[config.mk]
export PLATFORM = sky130hd
export DESIGN_NAME = dmem_arb_flat
export DESIGN_NICKNAME = d
export VERILOG_FILES = /design/src/rtl/dmem_arb_if.sv /design/src/rtl/dmem_arb.sv /design/src/flat_wrapper.sv
export SDC_FILE = /design/constraint.sdc
export NUM_CORES = 1
export LEC_CHECK = 0
export CAP_MARGIN = 20
export CORE_UTILIZATION = 48
export CTS_CLUSTER_DIAMETER = 30
export DETAILED_ROUTE_END_ITERATION = 8
export GPL_TIMING_DRIVEN = 0
export PLACE_DENSITY = 0.87
export SLEW_MARGIN = 10
export SYNTH_ARGS = -nofsm -noshare
export SYNTH_HDL_FRONTEND = slang
export SYNTH_SLANG_ARGS = --single-unit
[constraint.sdc]
create_clock -name clk -period 9.8 [get_ports clk]
set_input_delay 1.47 -clock clk [delete_from_list [all_inputs] [get_ports clk]]
set_output_delay 1.47 -clock clk [all_outputs]
set_load 0.005 [all_outputs]
[src/rtl/dmem_arb_if.sv]
// dmem_arb_if: fetch, load/store and word-memory signals of the data-memory arbiter.
interface dmem_arb_if;
  logic        i_req, i_gnt, i_rvalid;
  logic [31:0] i_addr, i_rdata;
  logic        d_req, d_we, d_uns, d_gnt, d_rvalid, d_err;
  logic [1:0]  d_memsz;
  logic [31:0] d_addr, d_wdata, d_rdata;
  logic        m_wmem, m_rmem;
  logic [31:0] m_addr, m_wdata, m_rdata;
  modport slave (
    input  i_req, i_addr, d_req, d_we, d_addr, d_wdata, d_memsz, d_uns, m_rdata,
    output i_gnt, i_rvalid, i_rdata, d_gnt, d_rvalid, d_rdata, d_err,
           m_addr, m_wdata, m_wmem, m_rmem
  );
  modport master (
    output i_req, i_addr, d_req, d_we, d_addr, d_wdata, d_memsz, d_uns, m_rdata,
    input  i_gnt, i_rvalid, i_rdata, d_gnt, d_rvalid, d_rdata, d_err,
           m_addr, m_wdata, m_wmem, m_rmem
  );
endinterface

[src/rtl/dmem_arb.sv]
// dmem_arb: arbitrates fetch and load/store ports onto one word memory, with read-modify-write for sub-word stores.
// Define MEM_RR_ARB_EN for round-robin arbitration; default is fixed priority d over i.
module dmem_arb (
  input logic       clk,
  input logic       rst,
  dmem_arb_if.slave bus
);
  typedef enum logic {IDLE, RMW} state_t;
  state_t      state_q;
  logic [31:0] hold_addr_q, hold_data_q, i_rdata_q, d_rdata_q;
  logic        i_rvalid_q, d_rvalid_q, d_err_q;
  logic [31:0] merged_d, load_d, mask, lanes;
  logic [15:0] half_w;
  logic [7:0]  byte_w;
  logic [1:0]  a;
  logic        idle, pick_d, i_gnt, d_gnt, mis, d_rd, d_wr, d_sub;
  assign idle = state_q == IDLE;
  assign a    = bus.d_addr[1:0];
`ifdef MEM_RR_ARB_EN
  logic rr_q;
  assign pick_d = !bus.i_req || rr_q;
`else
  assign pick_d = 1'b1;
`endif
  assign d_gnt = idle && bus.d_req && pick_d;
  assign i_gnt = idle && bus.i_req && !d_gnt;
  assign mis   = bus.d_memsz == 2'b11 || (bus.d_memsz == 2'b01 && a[0]) ||
                 (bus.d_memsz == 2'b10 && a != 2'b00);
  assign d_rd  = d_gnt && !mis && !bus.d_we;
  assign d_wr  = d_gnt && !mis && bus.d_we && bus.d_memsz == 2'b10;
  assign d_sub = d_gnt && !mis && bus.d_we && bus.d_memsz != 2'b10;
  // Sub-word store: replicate the store data into every lane, then keep only the addressed lane.
  always_comb begin
    mask     = bus.d_memsz == 2'b00 ? 32'h0000_00FF << {a, 3'b000} : 32'h0000_FFFF << {a[1], 4'b0000};
    lanes    = bus.d_memsz == 2'b00 ? {4{bus.d_wdata[7:0]}} : {2{bus.d_wdata[15:0]}};
    merged_d = (bus.m_rdata & ~mask) | (lanes & mask);
    byte_w   = 8'(bus.m_rdata >> {a, 3'b000});
    half_w   = 16'(bus.m_rdata >> {a[1], 4'b0000});
    load_d   = bus.d_memsz == 2'b00 ? {{24{!bus.d_uns && byte_w[7]}}, byte_w} :
               bus.d_memsz == 2'b01 ? {{16{!bus.d_uns && half_w[15]}}, half_w} : bus.m_rdata;
  end
  assign bus.i_gnt    = i_gnt;
  assign bus.d_gnt    = d_gnt;
  assign bus.i_rvalid = i_rvalid_q;
  assign bus.i_rdata  = i_rdata_q;
  assign bus.d_rvalid = d_rvalid_q;
  assign bus.d_rdata  = d_rdata_q;
  assign bus.d_err    = d_err_q;
  assign bus.m_rmem   = i_gnt || d_rd || d_sub;
  assign bus.m_wmem   = !idle || d_wr;
  assign bus.m_addr   = !idle ? hold_addr_q : i_gnt ? bus.i_addr :
                        (d_rd || d_wr || d_sub) ? bus.d_addr : 32'h0;
  assign bus.m_wdata  = !idle ? hold_data_q : d_wr ? bus.d_wdata : 32'h0;
  always_ff @(posedge clk or posedge rst) begin
    if (rst) begin
      state_q     <= IDLE;
      hold_addr_q <= '0;
      hold_data_q <= '0;
      i_rvalid_q  <= 1'b0;
      i_rdata_q   <= '0;
      d_rvalid_q  <= 1'b0;
      d_rdata_q   <= '0;
      d_err_q     <= 1'b0;
`ifdef MEM_RR_ARB_EN
      rr_q        <= 1'b1;
`endif
    end else begin
      state_q    <= d_sub ? RMW : IDLE;
      i_rvalid_q <= i_gnt;
      d_rvalid_q <= d_rd;
      d_err_q    <= d_gnt && mis;
      if (d_sub) begin
        hold_addr_q <= bus.d_addr;
        hold_data_q <= merged_d;
      end
      if (i_gnt) i_rdata_q <= bus.m_rdata;
      if (d_rd) d_rdata_q <= load_d;
`ifdef MEM_RR_ARB_EN
      if (d_gnt) rr_q <= 1'b0;
      else if (i_gnt) rr_q <= 1'b1;
`endif
    end
  end
endmodule

[src/flat_wrapper.sv]
// flat-port wrapper written by rule: the top's interface ports become plain ports
module dmem_arb_flat 
  (clk, rst, bus_i_req, bus_i_addr, bus_d_req, bus_d_we, bus_d_addr, bus_d_wdata, bus_d_memsz, bus_d_uns, bus_m_rdata, bus_i_gnt, bus_i_rvalid, bus_i_rdata, bus_d_gnt, bus_d_rvalid, bus_d_rdata, bus_d_err, bus_m_addr, bus_m_wdata, bus_m_wmem, bus_m_rmem);
  dmem_arb_if bus_i ();
  input logic clk;
  input logic rst;
  input wire logic [$bits(bus_i.i_req)-1:0] bus_i_req;
  input wire logic [$bits(bus_i.i_addr)-1:0] bus_i_addr;
  input wire logic [$bits(bus_i.d_req)-1:0] bus_d_req;
  input wire logic [$bits(bus_i.d_we)-1:0] bus_d_we;
  input wire logic [$bits(bus_i.d_addr)-1:0] bus_d_addr;
  input wire logic [$bits(bus_i.d_wdata)-1:0] bus_d_wdata;
  input wire logic [$bits(bus_i.d_memsz)-1:0] bus_d_memsz;
  input wire logic [$bits(bus_i.d_uns)-1:0] bus_d_uns;
  input wire logic [$bits(bus_i.m_rdata)-1:0] bus_m_rdata;
  output wire logic [$bits(bus_i.i_gnt)-1:0] bus_i_gnt;
  output wire logic [$bits(bus_i.i_rvalid)-1:0] bus_i_rvalid;
  output wire logic [$bits(bus_i.i_rdata)-1:0] bus_i_rdata;
  output wire logic [$bits(bus_i.d_gnt)-1:0] bus_d_gnt;
  output wire logic [$bits(bus_i.d_rvalid)-1:0] bus_d_rvalid;
  output wire logic [$bits(bus_i.d_rdata)-1:0] bus_d_rdata;
  output wire logic [$bits(bus_i.d_err)-1:0] bus_d_err;
  output wire logic [$bits(bus_i.m_addr)-1:0] bus_m_addr;
  output wire logic [$bits(bus_i.m_wdata)-1:0] bus_m_wdata;
  output wire logic [$bits(bus_i.m_wmem)-1:0] bus_m_wmem;
  output wire logic [$bits(bus_i.m_rmem)-1:0] bus_m_rmem;
  assign bus_i.i_req = bus_i_req;
  assign bus_i.i_addr = bus_i_addr;
  assign bus_i.d_req = bus_d_req;
  assign bus_i.d_we = bus_d_we;
  assign bus_i.d_addr = bus_d_addr;
  assign bus_i.d_wdata = bus_d_wdata;
  assign bus_i.d_memsz = bus_d_memsz;
  assign bus_i.d_uns = bus_d_uns;
  assign bus_i.m_rdata = bus_m_rdata;
  assign bus_i_gnt = bus_i.i_gnt;
  assign bus_i_rvalid = bus_i.i_rvalid;
  assign bus_i_rdata = bus_i.i_rdata;
  assign bus_d_gnt = bus_i.d_gnt;
  assign bus_d_rvalid = bus_i.d_rvalid;
  assign bus_d_rdata = bus_i.d_rdata;
  assign bus_d_err = bus_i.d_err;
  assign bus_m_addr = bus_i.m_addr;
  assign bus_m_wdata = bus_i.m_wdata;
  assign bus_m_wmem = bus_i.m_wmem;
  assign bus_m_rmem = bus_i.m_rmem;
  dmem_arb u_core (.clk(clk), .rst(rst), .bus(bus_i));
endmodule
==> run metrics <==
status completed; Yosys reg bits roughly 130; final WL 24,200 um; Crit. End Element primary output; nets 1,141; maximum fanout along the worst path 10; post-CTS sizing 0; sequential area share after synthesis 0.478; Hold Slack a little under 0.5 ns; GR Util All Layers 0.332; IR drop worst, VDD between 100 and 150 uV; Worst-Margin Slew about 0.78 ns; Slew HR 0.483; setup ws final approximately 4.1 ns; final worst-path cycle share 0.585; CTS tree done; area of the multi-input gates 3210 sq um; fin util 0.747; Layout fillers about 1,000; Wirelength per Cell 20.2 um; Reg area 3300 sq um; H-tree levels 4; global-route wire length before repair 36,800 um; TritonCTS Buffers 17; endpoints failing hold 0; fmax between 150 and 200 MHz; ys flop type dfrtp_1; initial antenna violation count 0; Via density roughly 5.7; Post-Place Setup Slack between 4 and 5 ns; row count 43; 1st-iter DRT viols 500; CP Launch Point bus_d_memsz[0]; Setup violations, final 0; Final Cell Area 10,500 sq um; Global Route met3 Usage 0.104; # hold bufs at CTS 0; Ant. Diodes 0; Starting Density 0.494; Detail Placement HPWL ~18,000 um; Final Max Slew Viols 0; Final ANT Viol Nets 0; max-cap viol count 0; Die Ht 122 um; post-detailed-placement cell area 9860 sq um; fin cells between 1,000 and 1,500; CP Launch Type primary input; vias in the first global route about 7,000; unrepaired setup endpoints after global routing no; Setup Skew a little over 0.008 ns; DRC errors left 0; Ys Warns 0; Remaining Overflow, GRT 0; Mean Syn Cell Area 9.65 sq um; type of the worst min-delay path reg2reg; Synth Cell Area around 7000 sq um; Max Root-Sink Buffers 2; Gate Count Post-Synth approximately 700; Die Span X 122 um; Sink Count approximately 130; post-CTS setup buffers 0; Mapped Nets between 800 and 900; met1 usage 0.385; fin crit period 5.74 ns; Post-synth EDFFs 0; r2r startpoint u_core.state_q; I/O pin cnt about 270; WS Path Type in2out; Core Area around 14,000 sq um; GPL Wtd Cong 0.857; Synth async-reset ratio 1.00; Hold Startpoint u_core.hold_addr_q[5]; CTS root buffer clkbuf_16; share of cells above drive strength 1 0.115; Pleak about 4.5 nW; Cells after DPL about 1,200; grt peak-use layer met2; IO buf count about 270; Pwr Total about 1.8 mW; Pre-Repair DR Iteration Count 5; Worst-path clk slew 0.06 ns; setup TNS 0 ns; arrival time of the worst setup path ~4.3 ns; vias between 6,000 and 7,000; largest net degree at the start of global routing between 80 and 90; Req. time, crit path 8.33 ns; post-synthesis cell type count 45; PwrDens roughly 170 nW/um^2; GR Layer Usage met2 0.550; Synth-to-Final Area Change 51.2%; Clock Latency Late Sink approximately 0.43 ns; Die Area 14,900 sq um
==> registers in the layout, summed over array words and instances, names as in the netlist <==
name,count
u_core.hold_data_q,32
u_core.bus.i_rvalid,1
u_core.bus.d_rvalid,1
u_core.state_q,1
u_core.bus.d_err,1
u_core.bus.d_rdata,32
u_core.hold_addr_q,32
u_core.bus.i_rdata,32
==> final cells by class <==
type	count	area share
Timing Repair Buffer	270	0.260
Buffer	58	0.0256
Clock inverter	13	0.0142
Inverter	34	0.0127
Tap cell	180	0.0215
Clock buffer	19	0.0424
Multi-Input combinational cell	492	0.307
Sequential cell	132	0.316
==> layout by cell type (no fill, tap or decap), drive strengths merged <==
cell	n
o221ai	6
mux2i	66
clkinv	5
nor2b	10
or2	1
nor2	35
bufinv	2
a31oi	2
nand2	108
nand3b	2
o211ai	3
nand4b	1
o21ai	69
clkbuf	45
mux4	1
mux2	46
nor3b	1
nand4	1
or3	4
nand3	33
a21oi	39
dfrtp	132
a221oi	28
a22o	6
o22a	8
a2111o	1
and3b	1
clkinvlp	3
buf	33
clkdlybuf4s50	269
a21o	2
a211o	1
or3b	1
and2	6
o22ai	7
a31o	1
nand2b	2
inv	37
==> critical path, stage by stage <==
cell and delay [ns]:
clkdlybuf4s50_1 0.54, buf_2 0.23, a21o_1 0.17, a21oi_1 0.08, a31oi_1 0.63, clkbuf_1 0.49, nor2_1 0.16, clkdlybuf4s50_1 0.48
==> report_power, final <==
part / total, mW / leakage (nW) / internal, mW / switching, mW
clock: 0.636 / 0.281 / 0.384 / 0.251
combinational: 0.457 / 2.56 / 0.260 / 0.197
sequential: 0.702 / 1.62 / 0.650 / 0.0526
total: 1.79 / 4.46 / 1.29 / 0.501
==> logic make-up (layout without fill, tap and decap cells) <==
| kind of cell | Yosys count | after routing | synth area share |
|---|---|---|---|
| flip-flops | 132 | 132 | 0.478 |
| AND/OR/NAND/NOR | 206 | 206 | 0.132 |
| AO/OA/AOI/OAI | 173 | 173 | 0.159 |
| buffers and inverters | 92 | 394 | 0.0572 |
| multiplexers | 113 | 113 | 0.174 |
==> Yosys cell counts, types with 4 or more instances <==
cell | n | area, sq um
inv_1 | 32 | 120
buf_1 | 4 | 15.0
nand2_1 | 107 | 402
dfrtp_1 | 132 | 3300
o221ai_1 | 6 | 52.6
o21ai_1 | 6 | 30.0
mux2i_1 | 66 | 661
a22o_1 | 6 | 52.6
o21ai_0 | 63 | 315
mux2_2 | 46 | 518
nor2b_1 | 10 | 62.6
o22ai_1 | 7 | 43.8
nand3_1 | 33 | 165
a21oi_1 | 38 | 190
o22a_1 | 8 | 70.1
and2_1 | 6 | 37.5
a221oi_1 | 28 | 245
clkbuf_1 | 26 | 97.6
buf_2 | 25 | 125
nor2_1 | 34 | 128
==> path summary, 6_finish.rpt <==
kind | endpoint | slack, ns | depth (start not counted)
worst max-delay path | bus_m_wdata[7] | 4.06 | 8
worst max register to register | u_core.hold_data_q[4] | 7.67 | 8
worst min register to register | u_core.hold_addr_q[5] | 0.48 | 2
max in group asynchronous | u_core.hold_data_q[14] | 7.58 | 3
min in group asynchronous | u_core.hold_addr_q[19] | 1.43 | 2
worst min-delay path | u_core.hold_addr_q[5] | 0.48 | 2
==> per-layer routing <==
metal | part of all wire | vias to the layer above
li1 | - | 3100
met1 | 0.38 | 3307
met2 | 0.48 | 392
met3 | 0.10 | 62
met4 | 0.035 | 0
met5 | 0 | -
No activity file was read; power rests on OpenSTA's default activity.
